### src/rtl/mux_81_sel_sequencer.sv
`default_nettype none
// ============================================================================
// Module   : mux_81_sel_sequencer
// Purpose  : Parallel-to-serial front end for an 8:1 mux. A word accepted on
//            the load handshake is held on the mux data inputs (i). The mux
//            select (s) then steps through all eight positions, advancing one
//            position per bit consumed downstream. The mux output becomes the
//            serial bit stream, qualified by bit_valid and last.
// Ports    : clk         - clock, all state changes on rising edge
//            rst_n       - synchronous active-low reset
//            load_valid  - upstream word available
//            load_data   - upstream parallel word
//            load_ready  - block can accept a word this cycle
//            i           - held word, drives mux data input
//            s           - select, drives mux select
//            bit_valid   - current s/i pair selects a valid serial bit
//            bit_ready   - downstream consumed the current bit
//            last        - current bit is the final bit of the word
//            flush       - synchronous abort of the current frame
//            frame_cnt   - count of fully serialized words (wraps)
// Options  : MUX_81_SEL_PREFETCH_EN - adds a one-word prefetch register so
//            frames can run back-to-back with no idle cycle between them.
// Revision : 1.0 - initial release
// ============================================================================
module mux_81_sel_sequencer #(
    parameter int WIDTH     = 8,
    parameter int SEL_W     = 3,
    parameter int MSB_FIRST = 0
) (
    input  logic             clk,
    input  logic             rst_n,
    input  logic             load_valid,
    input  logic [WIDTH-1:0] load_data,
    output logic             load_ready,
    output logic [WIDTH-1:0] i,
    output logic [SEL_W-1:0] s,
    output logic             bit_valid,
    input  logic             bit_ready,
    output logic             last,
    input  logic             flush,
    output logic [7:0]       frame_cnt
);

    localparam logic [SEL_W-1:0] c_START = (MSB_FIRST != 0) ? SEL_W'(WIDTH - 1) : '0;
    localparam logic [SEL_W-1:0] c_END   = (MSB_FIRST != 0) ? '0 : SEL_W'(WIDTH - 1);

    typedef enum logic [0:0] {
        IDLE  = 1'b0,
        SHIFT = 1'b1
    } state_t;

    state_t           r_state, w_state_nxt;
    logic [WIDTH-1:0] r_i, w_i_nxt;
    logic [SEL_W-1:0] r_s, w_s_nxt;
    logic [7:0]       r_cnt, w_cnt_nxt;
    logic             w_load_ready;
    logic             w_accept;
    logic             w_at_end;
    logic [SEL_W-1:0] w_s_step;

`ifdef MUX_81_SEL_PREFETCH_EN
    logic             r_pf_full, w_pf_full_nxt;
    logic [WIDTH-1:0] r_pf_data, w_pf_data_nxt;

    // While shifting, a word may be taken whenever the prefetch slot is free.
    assign w_load_ready = !flush && ((r_state == IDLE) || !r_pf_full);
`else
    assign w_load_ready = !flush && (r_state == IDLE);
`endif

    assign w_accept = load_valid && w_load_ready;
    assign w_at_end = (r_s == c_END);
    assign w_s_step = (MSB_FIRST != 0) ? (r_s - 1'b1) : (r_s + 1'b1);

    always_comb begin
        w_state_nxt = r_state;
        w_i_nxt     = r_i;
        w_s_nxt     = r_s;
        w_cnt_nxt   = r_cnt;
`ifdef MUX_81_SEL_PREFETCH_EN
        w_pf_full_nxt = r_pf_full;
        w_pf_data_nxt = r_pf_data;
`endif
        if (flush) begin
            // Abort wins over everything; the held word is left in place.
            w_state_nxt = IDLE;
            w_s_nxt     = c_START;
`ifdef MUX_81_SEL_PREFETCH_EN
            w_pf_full_nxt = 1'b0;
`endif
        end else begin
            case (r_state)
                IDLE: begin
                    if (w_accept) begin
                        w_i_nxt     = load_data;
                        w_s_nxt     = c_START;
                        w_state_nxt = SHIFT;
                    end
                end
                SHIFT: begin
`ifdef MUX_81_SEL_PREFETCH_EN
                    if (w_accept) begin
                        w_pf_full_nxt = 1'b1;
                        w_pf_data_nxt = load_data;
                    end
`endif
                    if (bit_ready) begin
                        if (!w_at_end) begin
                            w_s_nxt = w_s_step;
                        end else begin
                            w_cnt_nxt = r_cnt + 8'd1;
                            w_s_nxt   = c_START;
`ifdef MUX_81_SEL_PREFETCH_EN
                            if (r_pf_full) begin
                                w_i_nxt       = r_pf_data;
                                w_pf_full_nxt = 1'b0;
                            end else if (w_accept) begin
                                // Word arriving on the final bit bypasses the slot.
                                w_i_nxt       = load_data;
                                w_pf_full_nxt = 1'b0;
                            end else begin
                                w_state_nxt = IDLE;
                            end
`else
                            w_state_nxt = IDLE;
`endif
                        end
                    end
                end
                default: begin
                    w_state_nxt = IDLE;
                    w_s_nxt     = c_START;
                end
            endcase
        end
    end

    always_ff @(posedge clk) begin
        if (!rst_n) begin
            r_state <= IDLE;
            r_i     <= '0;
            r_s     <= c_START;
            r_cnt   <= 8'd0;
`ifdef MUX_81_SEL_PREFETCH_EN
            r_pf_full <= 1'b0;
            r_pf_data <= '0;
`endif
        end else begin
            r_state <= w_state_nxt;
            r_i     <= w_i_nxt;
            r_s     <= w_s_nxt;
            r_cnt   <= w_cnt_nxt;
`ifdef MUX_81_SEL_PREFETCH_EN
            r_pf_full <= w_pf_full_nxt;
            r_pf_data <= w_pf_data_nxt;
`endif
        end
    end

    assign load_ready = w_load_ready;
    assign i          = r_i;
    assign s          = r_s;
    assign bit_valid  = (r_state == SHIFT);
    assign last       = bit_valid && w_at_end;
    assign frame_cnt  = r_cnt;

endmodule
`default_nettype wire

### config.mk
export PLATFORM = sky130hd
export DESIGN_NAME = mux_81_sel_sequencer
export DESIGN_NICKNAME = d
export VERILOG_FILES = /design/src/rtl/mux_81_sel_sequencer.sv
export SDC_FILE = /design/constraint.sdc
export NUM_CORES = 1
export LEC_CHECK = 0
export ABC_CLOCK_PERIOD_IN_PS = 1850
export BUFFER_PORTS_ARGS = -buffer_cell sky130_fd_sc_hd__clkbuf_2
export CORE_UTILIZATION = 40
export DETAILED_ROUTE_END_ITERATION = 16
export PLACE_DENSITY = 0.68
export SYNTH_ARGS = -nofsm -noshare
export SYNTH_HDL_FRONTEND = slang
export SYNTH_SLANG_ARGS = --single-unit
### constraint.sdc
create_clock -name clk -period 1.85 [get_ports clk]
set_clock_uncertainty 0.05 [all_clocks]
set_input_delay 0 -clock clk [delete_from_list [all_inputs] [get_ports clk]]
set_output_delay 0 -clock clk [all_outputs]
set_load 0.05 [all_outputs]
# Yosys cells after proc, flatten, opt, wreduce, memory -nomap -nowiden
# Cells that the tools add are included.
# classes
n_addsub	2
n_eq_ne	3
mux	8
n_bitwise	3
reduce_logical	8
# ops
cell	n
two-way mux 3 bit	3
adder 8 x 1 -> 8 bit (second input constant)	1
one-hot mux 3 bit (2 select lines)	1
!= test 2 bit (second input constant)	2
AND reduction 4 bit	1
adder 3 x 1 -> 3 bit (second input constant)	1
== test 3 bit (second input constant)	1
logical AND 1 bit	3
two-way mux 1 bit	3
NOT 1 bit	3
AND reduction 3 bit	1
one-hot mux 1 bit (2 select lines)	1
AND reduction 2 bit	1
OR reduction 2 bit	1
zero test 1 bit	1
# totals
regBits	20
inputBits	13

# Logic depth before layout (Yosys ltp)
# logic_depth
ltp_word	5
ltp_mapped	6

# Least setup slack after synthesis
# No wires, ideal clock.
# synth_path
kind	reg-to-reg
from	register r_s[0], in the netlist s[0]
to	register r_cnt[4], in the netlist frame_cnt[4]
setup_ns	0.070
arrival_time_ns	1.972
required_ns	1.730
slack_ns	-0.242
path_stages_with_launch	7
n_path_buf	1
path_cell_list	dfxtp_1 > ha_1 > ha_1 > nand4b_4 > buf_6 > or4_1 > a21oi_1
# synth_between
elab_chain_cells	2
# synth_lines
element	line	source
start, declared	54	logic [SEL_W-1:0] r_s, w_s_nxt;
start signal, assigned	142	r_s <= c_START;
start signal, assigned	151	r_s <= w_s_nxt;
== test 3 bit	72	assign w_at_end = (r_s == c_END);
AND reduction 4 bit (no line)	-	
end signal, assigned	152	r_cnt <= w_cnt_nxt;
end, declared	55	logic [7:0] r_cnt, w_cnt_nxt;
# Every way passes these cells.
# A chain may end at the register's enable or synchronous reset.

# Worst setup path in the final report
# layout_path
from	register r_s[0], in the netlist s[0]
to	register r_cnt[5], in the netlist frame_cnt[5]
# The elaborated chain is that of the path after synthesis.

==> flow_metrics.env <==
export IMPL_holdPathEnd="s[2]"
export IMPL_place_detailed_hpwl_um=1380
export IMPL_initial_utilization=0.438
export IMPL_tightest_slew_ps=555
export IMPL_synth_top_area_frac=0.452
export IMPL_cp_data_arrival_time_ps=1890
export IMPL_drtPass1Iterations=4
export IMPL_synth_most_common_cell="nand2_1"
export IMPL_grt_usage=0.174
export IMPL_slew_headroom=0.628
export IMPL_ys_seq_area_frac=0.452
export IMPL_netlist_instances=101
export IMPL_grt_ovfl_total=0
export IMPL_synth_common_cells="nand2_1 (21), dfxtp_1 (20), a21oi_1 (17)"
export IMPL_clock_sinks=20
export IMPL_vias=856
export IMPL_yosysUniqueCellTypes=26
export IMPL_async_flop_share=0
export IMPL_synth_area_leaders="dfxtp_1 (45%), a21oi_1 (9.6%), nand2_1 (8.9%), ha_1 (5.6%), o31ai_1 (4.2%)"
export IMPL_outcome="completed"
export IMPL_synth_edf_count=0
export IMPL_r2r_setup_slack_ps=130
export IMPL_min_path_cells=3
export IMPL_drtIter0Drc=14
export IMPL_die_area_sq_mm=0.00241
export IMPL_synth_area_leader_cell="dfxtp_1"
export IMPL_syn_nets=118
export IMPL_nNetsFinal=165
export IMPL_maxCapViolations=0
export IMPL_rsz0062_at_grt="no"
export IMPL_grt_max_degree=17
export IMPL_cts_tree="done"
export IMPL_fp_dieH_um=49.1
export IMPL_ys_seq_elements=20
export IMPL_maxSlewViolCount=0
export IMPL_min_path_type="in -> reg"
export IMPL_worstPathRequired_ps=2030
export IMPL_core_sq_mm=0.00202
export IMPL_syn_area_sq_um=886
export IMPL_final_hold_viol_count=0
export IMPL_nFillCells=174
export IMPL_endpoint_kind="flop"
export IMPL_critPathLaunchType="flop"
export IMPL_placed_area_sq_mm=0.00109
export IMPL_die_w_um=49.1
export IMPL_wire_per_inst_um=11.4
export IMPL_ios=35
export IMPL_std_cell_rows=16
export IMPL_path_clk_slew_ps=110
export IMPL_n_antenna_cell=0
export IMPL_period_minus_slack_ps=1720
export IMPL_avgSynthCellArea_sq_um=8.77
export IMPL_htreeDepth=1
export IMPL_r2r_cells=5
export IMPL_ant_nets=0
export IMPL_yosys_most_used_dff="dfxtp_1"
export IMPL_crit_type="reg -> reg"
export IMPL_drive_above_1_share=0.313
export IMPL_reg2reg_from="s[0]"
export IMPL_crit_fanout=11
export IMPL_drc=0
export IMPL_synth_warnings=0
export IMPL_cts_path_max_buffers=2
export IMPL_ir_drop_v=0.000499
export IMPL_setup_viol=0
export IMPL_r2r_end="frame_cnt[5]"
export IMPL_antenna_found_initial=0
export IMPL_min_period_over_period=0.927
export IMPL_p_per_area_mw_per_mm2=627
export IMPL_area_delta_synth_final_pct=38.3
export IMPL_setup_tns_ps=0
export IMPL_root_buffer="clkbuf_4"
export IMPL_port_buffer_count=34
export IMPL_design_area_sq_mm=0.00122
export IMPL_fmaxAchievable_mhz=583
export IMPL_p_leak_uw=0.000551
export IMPL_grt_pass1_vias=778
export IMPL_clock_latency_ps=290
export IMPL_numCtsBuffers=3
export IMPL_gp_congestion=0.731
export IMPL_grt_pass1_wl_um=3340
export IMPL_vias_per_cell=4.92
export IMPL_drt_total_wl_um=1980
export IMPL_min_from="flush"
layout make-up:
class                      instances  area (sq um)  area share
timing repair buffer              46           285       0.233
inverter                           3          11.3     0.00919
tap                               27          33.8      0.0276
clock inverter                     1          3.75     0.00306
clock buffer                       3          22.5      0.0184
sequential                        20           409       0.334
multi-input combinational         74           459       0.375
state kept, by name, indices dropped and copies added (netlist names):
name / count
bit_valid: 1
frame_cnt: 8
i: 8
s: 3
where the power goes:
| group | internal (uW) | switching, uW |
|---|---|---|
| Combinational | 41.0 | 72.0 |
| Sequential | 437 | 5.34 |
| Clock | 78.3 | 134 |
logic make-up after synthesis:
kind of cell,Yosys count,synth area share
muxes,1,0.0113
DFF,20,0.452
AOI/OAI and AO/OA,24,0.151
xor gates and xnor gates,1,0.00989
and+or+nand+nor,44,0.275
adders and majority gates,4,0.0565
buffers and inverters,7,0.0438
metrics by stage:
stage | hold slack [ps] | total power (uW) | utilization | setup slack (ps) | instances
4_1_cts | 53.6 | 774 | 0.600 | 70.6 | 174
5_1_grt | 61.9 | 802 | 0.606 | 9.66 | 174
6_report | 63.9 | 768 | 0.606 | 134 | 174
3_5_place_dp | 180 | 549 | 0.537 | 103 | 160
2_1_floorplan | 86.0 | 517 | - | 14.4 | 101
3_3_place_gp | 173 | 547 | 0.537 | 159 | 160
worst max-delay path by stage:
stage,start,end,depth (start not counted)
floorplan,bit_valid,frame_cnt[4],5
CTS,s[0],frame_cnt[5],5
detailed placement,s[0],frame_cnt[7],5
global placement,s[0],frame_cnt[5],5
finish,s[0],frame_cnt[5],5
global route,s[0],frame_cnt[6],5
critical path, stage by stage, from the launching register on:
cell,delay (ps)
dfxtp_4,380
ha_1,210
ha_4,170
nand4b_4,160
or4_1,530
a21oi_1,150
cell usage in the layout (no fill, tap or decap), drive strengths merged, types with 2 or more instances in the layout:
| master | count |
|---|---|
| clkbuf | 37 |
| nand2 | 21 |
| dfxtp | 20 |
| a21oi | 17 |
| dlygate4sd3 | 10 |
| nor2 | 5 |
| o31ai | 5 |
| or4 | 5 |
| nand3 | 4 |
| ha | 4 |
| inv | 3 |
| buf | 2 |
| nand4b | 2 |
metal layers:
metal,vias up,GRT usage,wire [um]
met5,-,0,0
met1,378,0.234,939
li1,454,-,-
met2,22,0.290,954
met4,0,0.0343,9
met3,2,0.0312,75
what timing repair did:
action	4_1_cts	5_1_grt
hold buffers	10	0
endpoints found under the hold margin	12	0
resized for setup	0	2
setup endpoints to repair	0	4
setup buffers	0	0
Note: power is estimated with default switching activity, not from simulation.
